==> config.mk <==
export PLATFORM = sky130hd
export DESIGN_NAME = mig_tt_eval_flat
export DESIGN_NICKNAME = d
export VERILOG_FILES = /design/src/rtl/mig_tt_eval_if.sv /design/src/rtl/mig_tt_eval.sv /design/src/flat_wrapper.sv
export SDC_FILE = /design/constraint.sdc
export NUM_CORES = 1
export LEC_CHECK = 0
export ABC_AREA = 1
export ABC_CLOCK_PERIOD_IN_PS = 4500
export BUFFER_PORTS_ARGS = -buffer_cell sky130_fd_sc_hd__buf_4
export CELL_PAD_IN_SITES_DETAIL_PLACEMENT = 2
export CELL_PAD_IN_SITES_GLOBAL_PLACEMENT = 2
export CORE_ASPECT_RATIO = 0.8
export CORE_MARGIN = 2
export CORE_UTILIZATION = 32
export CTS_CLUSTER_SIZE = 12
export DETAILED_ROUTE_END_ITERATION = 8
export GPL_ROUTABILITY_DRIVEN = 0
export GPL_TIMING_DRIVEN = 0
export HOLD_SLACK_MARGIN = 0.03
export PLACE_DENSITY_LB_ADDON = 0.1
export REMOVE_ABC_BUFFERS = 1
export SLEW_MARGIN = 10
export SYNTH_ARGS = -nofsm -noshare
export SYNTH_HDL_FRONTEND = slang
export SYNTH_SLANG_ARGS = --single-unit
==> constraint.sdc <==
create_clock -name clk -period 4.5 [get_ports clk]
set_input_delay 0.45 -clock clk [delete_from_list [all_inputs] [get_ports clk]]
set_output_delay 0.45 -clock clk [all_outputs]
set_load 0.01 [all_outputs]
==> src/rtl/mig_tt_eval_if.sv <==
// Handshake bundle for the MIG truth-table evaluator: the program-load stream
// in one direction and the truth-table result stream in the other.
interface mig_tt_eval_if #(
    parameter int OP_W = 6
);
    logic                  prog_valid;
    logic                  prog_ready;
    logic [3*(OP_W+1)-1:0] prog_node;
    logic                  prog_last;
    logic [OP_W-1:0]       root_sel;
    logic                  root_inv;
    logic                  tt_valid;
    logic                  tt_ready;
    logic [15:0]           tt_data;
    logic                  tt_err;

    modport master (
        output prog_valid, prog_node, prog_last, root_sel, root_inv, tt_ready,
        input  prog_ready, tt_valid, tt_data, tt_err
    );

    modport slave (
        input  prog_valid, prog_node, prog_last, root_sel, root_inv, tt_ready,
        output prog_ready, tt_valid, tt_data, tt_err
    );
endinterface

==> src/rtl/mig_tt_eval.sv <==
// Bit-parallel evaluator for 4-input majority-inverter graphs: loads one node
// per beat, evaluates one node per cycle, returns the 16-bit truth table of the root.
module mig_tt_eval #(
    parameter int MAX_NODES = 16,
    parameter int OP_W      = 6
) (
    input  logic         clk,
    input  logic         rst_n,
    mig_tt_eval_if.slave bus
);
    localparam int NODE_W = 3 * (OP_W + 1);
    localparam int CNT_W  = $clog2(MAX_NODES + 1);
    localparam int IDX_W  = (MAX_NODES > 1) ? $clog2(MAX_NODES) : 1;

    typedef enum logic [1:0] {S_LOAD, S_EVAL, S_DONE} state_e;

    state_e            state_q, state_d;
    logic [CNT_W-1:0]  count_q, count_d;
    logic [CNT_W-1:0]  k_q, k_d;
    logic [OP_W-1:0]   root_sel_q, root_sel_d;
    logic              root_inv_q, root_inv_d;
    logic              err_q, err_d;
    logic              tt_valid_q, tt_valid_d;
    logic [15:0]       tt_data_q, tt_data_d;
    logic [1:0]        rst_sync_q;

    logic [NODE_W-1:0] prog_mem [MAX_NODES];
    logic [15:0]       node_mem [MAX_NODES];

    logic              prog_ready;
    logic              prog_hs;
    logic              prog_we;
    logic              node_we;
    logic [IDX_W-1:0]  k_idx;
    logic [NODE_W-1:0] cur_node;
    logic [15:0]       fan [3];
    logic              fanin_err;
    logic [15:0]       maj_val;
    logic [15:0]       root_word;
    logic              root_ok;

    // Leaf operands 0..4: constant 0 and the four input variable patterns.
    function automatic logic [15:0] leaf_word(input logic [2:0] sel);
        case (sel)
            3'd1:    return 16'hAAAA;
            3'd2:    return 16'hCCCC;
            3'd3:    return 16'hF0F0;
            3'd4:    return 16'hFF00;
            default: return 16'h0000;
        endcase
    endfunction

    // Reset asserts asynchronously but the LOAD stream only opens two clean edges later.
    always_ff @(posedge clk or negedge rst_n) begin
        if (!rst_n) rst_sync_q <= 2'b00;
        else        rst_sync_q <= {rst_sync_q[0], 1'b1};
    end

    assign prog_ready = (state_q == S_LOAD) && rst_sync_q[1];
    assign prog_hs    = bus.prog_valid && prog_ready;
    assign k_idx      = IDX_W'(k_q);

    // NOTE: storage arrays carry no reset; every word is written before it is read.
    always_ff @(posedge clk) begin
        if (prog_we) prog_mem[IDX_W'(count_q)] <= bus.prog_node;
        if (node_we) node_mem[k_idx]           <= maj_val;
    end

    always_comb begin
        logic [OP_W-1:0] fan_op;
        logic [15:0]     fan_word;
        cur_node  = prog_mem[k_idx];
        fanin_err = 1'b0;
        fan       = '{default: 16'h0000};
        for (int f = 0; f < 3; f++) begin
            fan_op   = cur_node[f*(OP_W+1) +: OP_W];
            fan_word = 16'h0000;
            if (fan_op < OP_W'(5))
                fan_word = leaf_word(fan_op[2:0]);
            else if (int'(fan_op) >= int'(k_q) + 5)
                fanin_err = 1'b1;
            else
                fan_word = node_mem[IDX_W'(fan_op - OP_W'(5))];
            fan[f] = fan_word ^ {16{cur_node[f*(OP_W+1)+OP_W]}};
        end
        maj_val = (fan[0] & fan[1]) | (fan[0] & fan[2]) | (fan[1] & fan[2]);

        // The root may be the node being evaluated right now, so bypass the memory.
        root_ok   = int'(root_sel_q) < int'(count_q) + 5;
        root_word = 16'h0000;
        if (root_sel_q < OP_W'(5))
            root_word = leaf_word(root_sel_q[2:0]);
        else if (int'(root_sel_q) == int'(k_q) + 5)
            root_word = maj_val;
        else
            root_word = node_mem[IDX_W'(root_sel_q - OP_W'(5))];
    end

    // NOTE: every next-state signal gets its hold value first so no latch is inferred.
    always_comb begin
        state_d    = state_q;
        count_d    = count_q;
        k_d        = k_q;
        root_sel_d = root_sel_q;
        root_inv_d = root_inv_q;
        err_d      = err_q;
        tt_valid_d = tt_valid_q;
        tt_data_d  = tt_data_q;
        prog_we    = 1'b0;
        node_we    = 1'b0;
        case (state_q)
            S_LOAD: begin
                if (prog_hs) begin
                    prog_we = 1'b1;
                    count_d = count_q + CNT_W'(1);
                    if (bus.prog_last) begin
                        state_d    = S_EVAL;
                        k_d        = '0;
                        root_sel_d = bus.root_sel;
                        root_inv_d = bus.root_inv;
                    end else if (count_q == CNT_W'(MAX_NODES - 1)) begin
                        state_d    = S_EVAL;
                        k_d        = '0;
                        root_sel_d = OP_W'(MAX_NODES + 4);
                        root_inv_d = 1'b0;
                        err_d      = 1'b1;
                    end
                end
            end
            S_EVAL: begin
                node_we = 1'b1;
                k_d     = k_q + CNT_W'(1);
                if (fanin_err) err_d = 1'b1;
                if (k_q == count_q - CNT_W'(1)) begin
                    state_d    = S_DONE;
                    tt_valid_d = 1'b1;
                    if (root_ok) begin
                        tt_data_d = root_word ^ {16{root_inv_q}};
                    end else begin
                        tt_data_d = 16'h0000;
                        err_d     = 1'b1;
                    end
                end
            end
            S_DONE: begin
                if (bus.tt_ready) begin
                    state_d    = S_LOAD;
                    tt_valid_d = 1'b0;
                    err_d      = 1'b0;
                    count_d    = '0;
                end
            end
            default: state_d = S_LOAD;
        endcase
    end

    // NOTE: sequential state uses non-blocking assignment so all registers update together.
    always_ff @(posedge clk or negedge rst_n) begin
        if (!rst_n) begin
            state_q    <= S_LOAD;
            count_q    <= '0;
            k_q        <= '0;
            root_sel_q <= '0;
            root_inv_q <= 1'b0;
            err_q      <= 1'b0;
            tt_valid_q <= 1'b0;
            tt_data_q  <= 16'h0000;
        end else begin
            state_q    <= state_d;
            count_q    <= count_d;
            k_q        <= k_d;
            root_sel_q <= root_sel_d;
            root_inv_q <= root_inv_d;
            err_q      <= err_d;
            tt_valid_q <= tt_valid_d;
            tt_data_q  <= tt_data_d;
        end
    end

    assign bus.prog_ready = prog_ready;
    assign bus.tt_valid   = tt_valid_q;
    assign bus.tt_data    = tt_data_q;
    assign bus.tt_err     = err_q;
endmodule

==> src/flat_wrapper.sv <==
// flat-port wrapper written by rule: the top's interface ports become plain ports
module mig_tt_eval_flat 
#(
    parameter int MAX_NODES = 16,
    parameter int OP_W      = 6
)
  (clk, rst_n, bus_prog_valid, bus_prog_node, bus_prog_last, bus_root_sel, bus_root_inv, bus_tt_ready, bus_prog_ready, bus_tt_valid, bus_tt_data, bus_tt_err);
  mig_tt_eval_if #(.OP_W(OP_W)) bus_i ();
  input  logic clk;
  input  logic rst_n;
  input wire logic [$bits(bus_i.prog_valid)-1:0] bus_prog_valid;
  input wire logic [$bits(bus_i.prog_node)-1:0] bus_prog_node;
  input wire logic [$bits(bus_i.prog_last)-1:0] bus_prog_last;
  input wire logic [$bits(bus_i.root_sel)-1:0] bus_root_sel;
  input wire logic [$bits(bus_i.root_inv)-1:0] bus_root_inv;
  input wire logic [$bits(bus_i.tt_ready)-1:0] bus_tt_ready;
  output wire logic [$bits(bus_i.prog_ready)-1:0] bus_prog_ready;
  output wire logic [$bits(bus_i.tt_valid)-1:0] bus_tt_valid;
  output wire logic [$bits(bus_i.tt_data)-1:0] bus_tt_data;
  output wire logic [$bits(bus_i.tt_err)-1:0] bus_tt_err;
  assign bus_i.prog_valid = bus_prog_valid;
  assign bus_i.prog_node = bus_prog_node;
  assign bus_i.prog_last = bus_prog_last;
  assign bus_i.root_sel = bus_root_sel;
  assign bus_i.root_inv = bus_root_inv;
  assign bus_i.tt_ready = bus_tt_ready;
  assign bus_prog_ready = bus_i.prog_ready;
  assign bus_tt_valid = bus_i.tt_valid;
  assign bus_tt_data = bus_i.tt_data;
  assign bus_tt_err = bus_i.tt_err;
  mig_tt_eval #(.MAX_NODES(MAX_NODES), .OP_W(OP_W)) u_core (.clk(clk), .rst_n(rst_n), .bus(bus_i));
endmodule
---- Word-level counts from Yosys, hierarchy flattened ----
Memory sizes are Yosys's and may differ from the RTL's.
Index checks and enable logic that the tools add are counted.
W data, S select, Z words.
operators by class
  bitwise operators ....................... 9
  mux-type cells .......................... 53
  magnitude comparators ................... 8
  equality and inequality tests ........... 27
  add/subtract/negate cells ............... 9
  reduce and logical (&&, ||, !) cells .... 15
operators with widths
  operator               count
  $pmux W16 S4           4
  $mux W16               9
  $xor A16 B16 Y16       4
  $and A16 B16 Y16       3
  $or A16 B16 Y16        2
  $mux W5                5
  $eq A3 B2 Y1 const B   8
  $lt A6 B3 Y1 const B   4
  $mux W1                23
  $pmux W5 S2            2
  $ge A6 B6 Y1           3
  $sub A4 B3 Y4 const B  4
  $add A5 B3 Y6 const B  2
  $eq A3 B1 Y1 const B   4
  $eq A3 B3 Y1 const B   4
  $mux W6                2
  $reduce_and A3 Y1      4
  $add A5 B1 Y5 const B  2
  $mux W2                5
  $reduce_bool A2 Y1     4
  $eq A6 B6 Y1           1
  $lt A6 B6 Y1           1
  $ne A2 B2 Y1 const B   3
  $pmux W2 S3            1
  15 further kinds       17
word-level totals
  flip-flop bits (word level) ............. 39
  memories kept ........................... 2
  word-level logic and storage cells ...... 132
  memory bits (writable) .................. 592
  output and inout bits ................... 19
  input port bits ......................... 33
memory list
  name             words  width  rd ports  clocked after Yosys merged registers in  write ports  line               text
  u_core.prog_mem  16     21     1         0                                        1            mig_tt_eval.sv:27  logic [NODE_W-1:0] prog_mem [MAX_NODES];
  u_core.node_mem  16     16     4         0                                        1            mig_tt_eval.sv:28  logic [15:0] node_mem [MAX_NODES];

---- Longest topological paths before layout ----
Gate-level depths: netlist of the first run.
An unclocked memory read counts as a cell.
  depth in word-level cells ............... 13
  mapped depth ............................ 37
  mapped depth without buffers ............ 31

---- Least setup slack after synthesis of the first run ----
OpenSTA, ideal clock, no wires.
  path kind ............................... register to register
  start ................................... register u_core.k_q[0]
  end ..................................... register u_core.tt_data_q[4] (netlist: u_core.bus.tt_data[4])
  path buffers ............................ 9
  period minus slack after synthesis ...... 3986 ps
  arrival ................................. 3868 ps
  required time ........................... 4382 ps
  setup time .............................. 118 ps
  slack ................................... 514 ps
  stages on the path, launching flop included .. 34
  cells stage by stage .................... dfrtp_1 buf_6 inv_4 buf_8 buf_6 nand2_1 nand3_1 nand2_1 nand2_1 nand2_1 nor2_1 buf_4 buf_6 buf_2 ha_1 clkbuf_1 inv_2 clkbuf_1 buf_1 nand3_1 nand3_1 nand3_1 nand3_1 nand2_1 nand2_1 nand2_1 nand2_1 nand3_1 nand2_1 nand2_1 nand2_1 nand2_1 nand3_1 nand2_1
on the way
  cells in the longest elaborated chain, start to end .. 13
  elaborated cells between the ends (all ways) .. 48
  classes of those cells .................. 4 x add/sub; 6 x order compare; 14 x eq/ne; 12 x mux; 9 x bitwise; 1 x reduce/logical; 2 x memory
RTL lines
  element                   line                text
  start: declaration        mig_tt_eval.sv:19   logic [CNT_W-1:0] k_q, k_d;
  start signal: assignment  mig_tt_eval.sv:171  k_q <= k_d;
  $mem_v2 Z16 W21           n/a
  $sub A4 B3 Y4             mig_tt_eval.sv:83   fan_word = node_mem[IDX_W'(fan_op - OP_W'(5))];
  $mem_v2 Z16 W16           n/a
  $mux W16                  mig_tt_eval.sv:80   else if (int'(fan_op) >= int'(k_q) + 5)
  $mux W16                  mig_tt_eval.sv:78   if (fan_op < OP_W'(5))
  $xor A16 B16 Y16          mig_tt_eval.sv:84   fan[f] = fan_word ^ {16{cur_node[f*(OP_W+1)+OP_W]}};
  $and A16 B16 Y16          mig_tt_eval.sv:86   maj_val = (fan[0] & fan[1]) | (fan[0] & fan[2]) | (fan[1] & fan[2]);
  $or A16 B16 Y16           mig_tt_eval.sv:86
  $or A16 B16 Y16 (*)       mig_tt_eval.sv:86
  via u_core.maj_val[4]     mig_tt_eval.sv:38   logic [15:0] maj_val;
  $mux W16 (*)              mig_tt_eval.sv:93   else if (int'(root_sel_q) == int'(k_q) + 5)
  $mux W16 (*)              mig_tt_eval.sv:91   if (root_sel_q < OP_W'(5))
  $xor A16 B16 Y16 (*)      mig_tt_eval.sv:138  tt_data_d = root_word ^ {16{root_inv_q}};
  $mux W16 (*)              mig_tt_eval.sv:137  if (root_ok) begin
  end signal: assignment    mig_tt_eval.sv:176  tt_data_q <= tt_data_d;
  end: declaration          mig_tt_eval.sv:24   logic [15:0] tt_data_q, tt_data_d;
The timed path passes the listed nets; every way through them passes the cells marked *.
A chain may end at the register's enable or synchronous reset.

---- Worst setup path after layout of the first run ----
  start ................................... register u_core.k_q[0]
  end ..................................... register u_core.tt_data_q[7] (netlist: u_core.bus.tt_data[7])
on the way
  cells in the longest elaborated chain, start to end .. 13
  elaborated cells between the ends (all ways) .. 48
  classes of those cells .................. 4 x add/sub; 6 x order compare; 14 x eq/ne; 12 x mux; 9 x bitwise; 1 x reduce/logical; 2 x memory
RTL lines
  element                        line
  $mem_v2 Z16 W21                n/a
  $sub A4 B3 Y4                  mig_tt_eval.sv:83
  $mem_v2 Z16 W16                n/a
  $mux W16                       mig_tt_eval.sv:80
  $mux W16                       mig_tt_eval.sv:78
  $xor A16 B16 Y16               mig_tt_eval.sv:84
  $and A16 B16 Y16               mig_tt_eval.sv:86
  $or A16 B16 Y16 (2 in series)  mig_tt_eval.sv:86
  $mux W16                       mig_tt_eval.sv:93
  $mux W16                       mig_tt_eval.sv:91
  $xor A16 B16 Y16               mig_tt_eval.sv:138
  $mux W16                       mig_tt_eval.sv:137
Several ways; a longest one is shown, not always the timed one.

==> flow_results.org, run 1 <==
** Placement
- Worst setup slack after placement :: -3.37 ns
- In this run the cell area measured after placement is approximately 0.040 sq mm.
- Detailed placement ended at an HPWL of approximately 110000 microns.
- During placement, the flow inserted port buffers numbering 51.

** Yosys
- Number of flops mapped to enable cells by yosys :: just under 600
- For this run, the number of Yosys warnings is 0.
- Top post-synthesis cells by area :: sky130_fd_sc_hd__edfxtp_1 (49%), sky130_fd_sc_hd__nand2_1 (15%), sky130_fd_sc_hd__nand3_1 (11%)
- The cell count after synthesis came out at around 4400.
- Cell type contributing the most total cell area after synthesis :: sky130_fd_sc_hd__edfxtp_1
- The average instance in the mapped netlist occupies ~8.2 sq um.
- Post-synthesis cell area :: 0.0363 sq mm
- The synthesized design contains 631 register bits.
- Portion of the post-synthesis area used by sequential elements :: 0.516
- Number of distinct library cells after synthesis :: 53
- For this run, the leading register cell type out of synthesis is sky130_fd_sc_hd__edfxtp_1.
- Of the post-synthesis cell area, the dominant cell type holds 0.490.
- Async S/R FF share, synth :: 0.0618

** Finish
- Syn-to-layout area delta :: 26.3%
- Layout Cell Area excl Fill :: between 0.04 and 0.05 sq mm
- In the final layout, the share of cells above drive strength 1 is 0.170.
- Filler cell count in the final layout :: approximately 12000
- The final layout contains roughly 4600 nets.

** Clocking
- After clock tree synthesis, the clock-pin slew on the worst setup and hold paths is 0.07 ns.
- The clock tree synthesis step divided the H-tree into 3 levels.
- No sink is reached through more buffers than the 3 on the longest clock path.
- Buffers inserted during clock tree synthesis total 76.
- CTS root buffer :: sky130_fd_sc_hd__clkbuf_16
- Counting every sink on the clock net gives 631.
- TritonCTS clock tree :: built
- For the worst-skew pair, the clock arrives at the later sink with an insertion delay of about 0.67 ns.

** Drt
- Number of DRC violations after detailed-routing iteration 0 :: approximately 4100
- Detailed Route WL :: 192000 microns
- The first TritonRoute pass finished after 6 iterations.
- In the routed design, unresolved DRC markers number 0.
- Number of vias per cell after detailed routing :: 5.87
- Average routed wire per standard cell :: 31.4 microns
- The routed layout has 35992 vias.
- The detail route stage leaves a number of antenna-violating nets equal to 0.

** Critical path
- Of all nets on the critical path, the largest fanout is 12.
- For flop-to-flop paths, the worst setup slack is -0.09 ns.
- In this design, the critical path's most frequently occurring cell is sky130_fd_sc_hd__nand2_1.
- The most critical setup path has its startpoint at u_core.k_q[0]$_DFFE_PN0P_.
- The largest individual stage delay along the critical path comes from the cell sky130_fd_sc_hd__dfrtp_4.
- The worst register-to-register path ends at u_core.bus.tt_data[7]$_DFFE_PN0P_.
- Startpoint Class :: flop
- Critical Setup Path Class :: flop to flop
- The worst register-to-register path has a depth of 29.
- In this run the critical register-to-register path is launched from u_core.k_q[0]$_DFFE_PN0P_.
- WP data arrival :: 5.13 ns
- The worst setup path is captured at a flop.
- Required time of the critical path :: 5.04 ns
- In this run the worst setup path terminates at u_core.bus.tt_data[7]$_DFFE_PN0P_.
- Delay of the slowest critical-path stage :: 0.47 ns

** Flow run
- Number of violations of the max-capacitance limit :: 0

** Status
- Failing checks :: negative setup slack
- The run finished, with violations left.

** STA
- The smallest clock period supported by the final layout is computed as 4.59 ns.
- Max_slew headroom :: 0.355
- Worst clock skew :: 0.0274 ns
- Setup repair after global routing could not meet its margin everywhere.
- The total count of max-transition violations in the final report came to 0.
- Setup-violating endpoint count in the final report :: 14
- Worst-Margin Slew :: 0.965 ns
- Setup TNS Final :: -0.570 ns
- Fraction of the cycle the final worst path needs :: 1.02
- Setup slack on the critical path of the routed design comes to -0.0873 ns.
- The hold violation count in the final report came to 0.
- Timing would allow up to about 220 MHz.

** Floorplanning
- Die boundary height :: 305 microns
- The floorplan has 110 rows.
- Number of top-level pins :: 52
- The floorplan step defined a die boundary enclosing 0.116 sq mm.
- Initial cell density of the core :: 0.323
- Core area :: 0.113 sq mm
- Die span in x :: 381 microns

** Global routing
- The first global-routing pass estimated 269000 microns of wire.
- All-Layer GR Usage :: 0.318
- Via count of the first global-routing pass :: 37165
- For this run the aggregate overflow at the end of global routing stands at 0.
- Largest net degree at the start of global routing :: 80
- The number of antenna violations at the first check in global routing was 3.

** Hold path
- Tightest Hold Check Type :: primary input to flop
area by class of cell:
| type | count | area [sq um] | share of cell area |
|---|---|---|---|
| well taps | 1512 | 1890 | 0.0412 |
| inverters | 233 | 1040 | 0.0227 |
| multi-input cells | 3280 | 16900 | 0.367 |
| repair inverters | 9 | 119 | 0.00259 |
| clock buffers | 103 | 2030 | 0.0443 |
| clock inverters | 35 | 309 | 0.00674 |
| diodes | 4 | 10.0 | 0.000218 |
| repair buffers | 320 | 4840 | 0.106 |
| flip-flops and latches | 631 | 18800 | 0.409 |
repair_timing:
action	CTS	global route
hold buffers	9	0
resized for setup	247	182
pin swaps	61	100
setup buffers	106	37
endpoints found under the setup margin	273	273
gates cloned	32	9
hold endpoints to repair	47	0
worst max-delay path: cells and delay by family (launching register included):
kind / cells / cell delay [ns]
AO/OA/AOI/OAI: 2 / 0.32
buffers and inverters: 8 / 1.30
flip-flops: 1 / 0.47
adder cells (fa/ha/maj): 1 / 0.23
AND/OR/NAND/NOR: 18 / 2.08
layer usage:
layer / vias up / track usage / wire length (microns)
met4: 0 / 0.0870 / 5890
met5: - / 0 / 0
met3: 330 / 0.0547 / 15400
li1: 15425 / - / -
met1: 18751 / 0.453 / 85500
met2: 1486 / 0.498 / 85500
registers in the layout (all words and copies together), names as in the netlist:
name,count
u_core.bus.tt_data,16
u_core.bus.tt_err,1
u_core.bus.tt_valid,1
u_core.count_q,5
u_core.k_q,5
u_core.node_mem,256
u_core.prog_mem,336
u_core.root_inv_q,1
u_core.root_sel_q,6
u_core.rst_sync_q,2
u_core.state_q,2
Yosys cell counts (all sizes together), types with 2 or more instances:
library cell,n
nand3,802
clkinv,3
a21oi,214
nand2,1471
edfxtp,592
nand4,20
dfrtp,39
nor3,20
a211oi,14
a32o,4
o311ai,2
a21boi,3
a221oi,30
ha,50
o211ai,5
clkbuf,92
a22oi,11
inv,230
o22ai,32
nor2,278
xnor2,2
buf,195
xor2,18
and2,6
o21ai,285
cell usage in the layout (no fill, tap or decap), types with 33 or more instances in the layout:
cell / instances
sky130_fd_sc_hd__nand2_1: 1325
sky130_fd_sc_hd__nand3_1: 743
sky130_fd_sc_hd__edfxtp_1: 592
sky130_fd_sc_hd__o21ai_0: 217
sky130_fd_sc_hd__nor2_1: 210
sky130_fd_sc_hd__a21oi_1: 208
sky130_fd_sc_hd__inv_1: 196
sky130_fd_sc_hd__buf_4: 153
sky130_fd_sc_hd__nand2_2: 106
sky130_fd_sc_hd__clkbuf_16: 84
sky130_fd_sc_hd__buf_16: 60
sky130_fd_sc_hd__o21ai_1: 58
sky130_fd_sc_hd__nor2_4: 52
sky130_fd_sc_hd__buf_12: 51
sky130_fd_sc_hd__nand3_2: 41
sky130_fd_sc_hd__ha_1: 41
sky130_fd_sc_hd__dfrtp_1: 34
sky130_fd_sc_hd__nand2_4: 33
cell families after synthesis:
| kind of cell | share of synthesized area |
|---|---|
| buffers and inverters | 0.0652 |
| and+or+nand+nor | 0.304 |
| other | 0.000103 |
| AOI/OAI and AO/OA | 0.0916 |
| adders and majority gates | 0.0172 |
| DFF | 0.516 |
| xor gates and xnor gates | 0.00503 |
worst min-delay path by stage:
stage	from	endpoint	depth (start not counted)
6_report	bus_prog_node[17]	u_core.prog_mem[14][17]$_DFFE_PP_	1
3_5_place_dp	u_core.rst_sync_q[0]$_DFF_PN0_	u_core.rst_sync_q[1]$_DFF_PN0_	0
5_1_grt	bus_prog_node[9]	u_core.prog_mem[8][9]$_DFFE_PP_	1
4_1_cts	bus_prog_node[19]	u_core.prog_mem[11][19]$_DFFE_PP_	1
2_1_floorplan	rst_n	u_core.bus.tt_data[0]$_DFFE_PN0P_	0
3_3_place_gp	u_core.rst_sync_q[0]$_DFF_PN0_	u_core.rst_sync_q[1]$_DFF_PN0_	0
through the flow:
stage / instances / hold WS, ns / util
2_1_floorplan: 4140 / 0.154 / -
3_3_place_gp: 5703 / 0.338 / 0.330
3_5_place_dp: 5794 / 0.338 / 0.351
4_1_cts: 6077 / 0.0613 / 0.397
5_1_grt: 6124 / 0.0839 / 0.407
6_report: 6127 / 0.0970 / 0.408
Power of run 1 is left out: the tool's default activity adds up to more than one toggle a clock period on the data nets, which glitch-free logic cannot reach.
==> run 2, diff against run 1 <==
--- a/config.mk
+++ b/config.mk
@@ -13,6 +13,7 @@
 export CORE_ASPECT_RATIO = 0.8
 export CORE_MARGIN = 2
 export CORE_UTILIZATION = 32
+export CTS_BUF_LIST = sky130_fd_sc_hd__clkbuf_16
 export CTS_CLUSTER_SIZE = 12
 export DETAILED_ROUTE_END_ITERATION = 8
 export GPL_ROUTABILITY_DRIVEN = 0
==> run 2 against run 1 <==
The run still ends with negative setup slack left. Maximum frequency is essentially flat. Setup slack worse by 0.0044 ns. Register-to-register slack hardly changed. Largest cell class unchanged. Highest routed layer unchanged.
==> flow_results.org, run 2 (synthesized netlist as in run 1, its figures left out) <==
** Critical path
- The slowest stage of the critical path is the sky130_fd_sc_hd__dfrtp_4 cell.
- Critical Setup Path Class :: flop to flop
- STA classifies the critical path endpoint as a flop.
- WP data arrival :: 5.14 ns
- Required time of the critical path :: 5.04 ns
- Startpoint Class :: flop
- The cell that appears most often on the critical path is sky130_fd_sc_hd__nand2_1.
- Delay of the slowest critical-path stage :: 0.53 ns
- Largest fanout on the critical path :: 4

** Floorplanning
- After floorplanning, the core was divided into 110 placement rows.
- Core area :: 0.113 sq mm
- Die boundary height :: 305 microns
- The die is 381 microns wide.
- Initial cell density of the core :: 0.323
- Pin placement for this block handled 52 I/O pins.
- The floorplan step defined a die boundary enclosing about 0.12 sq mm.

** Global routing
- The number of antenna violations at the first check in global routing came to 4.
- All-Layer GR Usage :: 0.318
- Via count of the first global-routing pass :: between 30000 and 40000
- Wire length of the first global-routing pass :: 269000 microns
- Global route overflow :: 0
- Entering global routing, the biggest net connects 80 pins.

** Finish
- Syn-to-layout area delta :: 27.1%
- Most used cells in the layout excluding fill and tap cells :: sky130_fd_sc_hd__nand2_1 (1312), sky130_fd_sc_hd__nand3_1 (736), sky130_fd_sc_hd__edfxtp_1 (592)
- Fraction of final layout cells sized beyond drive strength 1 :: 0.178
- Total Nets Final :: between 4000 and 5000
- The register with the most flip-flops in the layout has about 340 of them.
- Commonest non-fill, non-tap cell in the layout :: sky130_fd_sc_hd__nand2_1
- The register with the most flip-flops in the final layout is u_core.prog_mem.
- Filler cell count in the final layout :: 12301
- Layout Cell Area excl Fill :: 0.0462 sq mm

** Clocking
- The tree built by TritonCTS fans out to roughly 630 sinks.
- Counting the buffers created by CTS gives 76.
- After clock tree synthesis, the clock-pin slew on the worst setup and hold paths is around 0.06 ns.
- CTS max path bufs :: 3
- Worst skew pair latency :: 0.66 ns
- TritonCTS clock tree :: built
- In this run the clock root is driven by a sky130_fd_sc_hd__clkbuf_16.
- CTS HTree Levels :: 3

** Drt
- Detailed Route WL :: 194000 microns
- In the final routed layout, each cell accounts on average for 31.5 microns.
- Router iterations before antenna repair :: 5
- In the routed design, unresolved DRC markers number 0.
- The detailed router placed ~36000 vias in this run.
- Number of DRC violations after detailed-routing iteration 0 :: 3988
- Number of routed nets with antenna violations :: 0
- After detailed routing, the number of vias per cell comes to 5.88.

** Status
- Status :: finished, violations left
- The checks that failed: negative setup slack.

** STA
- Worst Hold Margin :: 0.100 ns
- Setup violations remaining at the end of the flow were counted as 16.
- For this run, the top clock speed supported by timing is 218 MHz.
- The worst path in the final design needs a cycle of 4.59 ns, including I/O delays and setup.
- Final hold violation count :: 0
- For the pin with the worst max-slew slack, the measured transition is 1.04 ns.
- Fraction of the cycle the final worst path needs :: 1.02
- Setup repair after global routing could not meet its margin everywhere.
- The clock arrives with around 0.022 ns of skew.
- Max_slew headroom :: 0.303
- In the post-route analysis, the smallest setup slack over all paths is -0.0917 ns.
- The total count of max-transition violations in the final report was 0.

** Placement
- The wire-length estimate of the detail-placed layout is between 100000 and 150000 microns.
- Number of port buffers :: 51
- Placed Instance Area :: 0.0396 sq mm

** Flow run
- Across the run, the number of max-cap violations was 0.

** Hold path
- The min-delay analysis places its worst path in the category primary input to flop.
-- run 2: cell count changes in the layout (fill, tap and decap cells not counted), moves of 3 or more --
cell	before	now
sky130_fd_sc_hd__o21ai_2	8	11
sky130_fd_sc_hd__nand3_1	743	736
sky130_fd_sc_hd__buf_12	51	56
sky130_fd_sc_hd__nand2_8	10	13
sky130_fd_sc_hd__nand3_2	41	45
sky130_fd_sc_hd__nand2_2	106	115
sky130_fd_sc_hd__clkbuf_1	25	0
sky130_fd_sc_hd__nand3_4	18	21
sky130_fd_sc_hd__buf_4	153	163
sky130_fd_sc_hd__nand2_1	1325	1312
sky130_fd_sc_hd__inv_1	196	221
-- run 2: timing repair --
action	in CTS	in global routing
endpoints found under the hold margin	47	0
hold buffers	9	0
buffers inserted	106	51
cloned	32	10
gates resized for setup	247	227
endpoints found under the setup margin	273	273
pin swaps	61	128
-- run 2: cell type report --
type	count	area, sq um	share of cell area
antenna	4	10.0	0.000217
timing repair inverter	9	133	0.00287
clock buffer	77	1930	0.0417
tap	1512	1890	0.0410
inverter	233	1040	0.0226
sequential	631	18800	0.406
clock inverter	61	407	0.00881
timing repair buffer	333	4940	0.107
multi-input combinational	3281	17100	0.369
-- run 2: stage by stage --
stage / setup slack [ns] / cells / util / TNS, ns
floorplan: -6.72 / 4140 / - / -1892.47
global placement: -19.58 / 5703 / 0.330 / -6728.23
detailed placement: -3.37 / 5794 / 0.351 / -721.79
CTS: -0.0237 / 6077 / 0.397 / -0.0650
global route: -0.265 / 6139 / 0.410 / -20.99
finish: -0.0917 / 6141 / 0.410 / -0.607
-- run 2: path summary, 6_finish.rpt --
kind | startpoint | endpoint | slack, ns | depth (start not counted)
worst max register to register | u_core.k_q[0]$_DFFE_PN0P_ | u_core.bus.tt_data[7]$_DFFE_PN0P_ | -0.09 | 29
worst max-delay path | u_core.k_q[0]$_DFFE_PN0P_ | u_core.bus.tt_data[7]$_DFFE_PN0P_ | -0.09 | 29
worst min register to register | u_core.rst_sync_q[0]$_DFF_PN0_ | u_core.rst_sync_q[1]$_DFF_PN0_ | 0.36 | 0
worst min-delay path | bus_prog_node[19] | u_core.prog_mem[8][19]$_DFFE_PP_ | 0.10 | 1
min in group asynchronous | rst_n | u_core.bus.tt_data[13]$_DFFE_PN0P_ | 0.31 | 2
max in group asynchronous | rst_n | u_core.k_q[1]$_DFFE_PN0P_ | 3.75 | 2
-- run 2: layer usage --
layer  vias up  track usage  part of all wire
met1     18793        0.453              0.44
met5         -            0                 0
met2      1529        0.498              0.45
met3       320       0.0547             0.081
li1      15441            -                 -
met4         0       0.0875             0.030
-- run 2: worst max-delay path: cells and delay by family, from the launching register on --
family	cells	cell delay, ns
AOI/OAI and AO/OA	2	0.23
buffers and inverters	8	1.20
adders and majority gates	1	0.24
DFF	1	0.53
and+or+nand+nor	18	2.23
Power of run 2 is left out for the same reason.
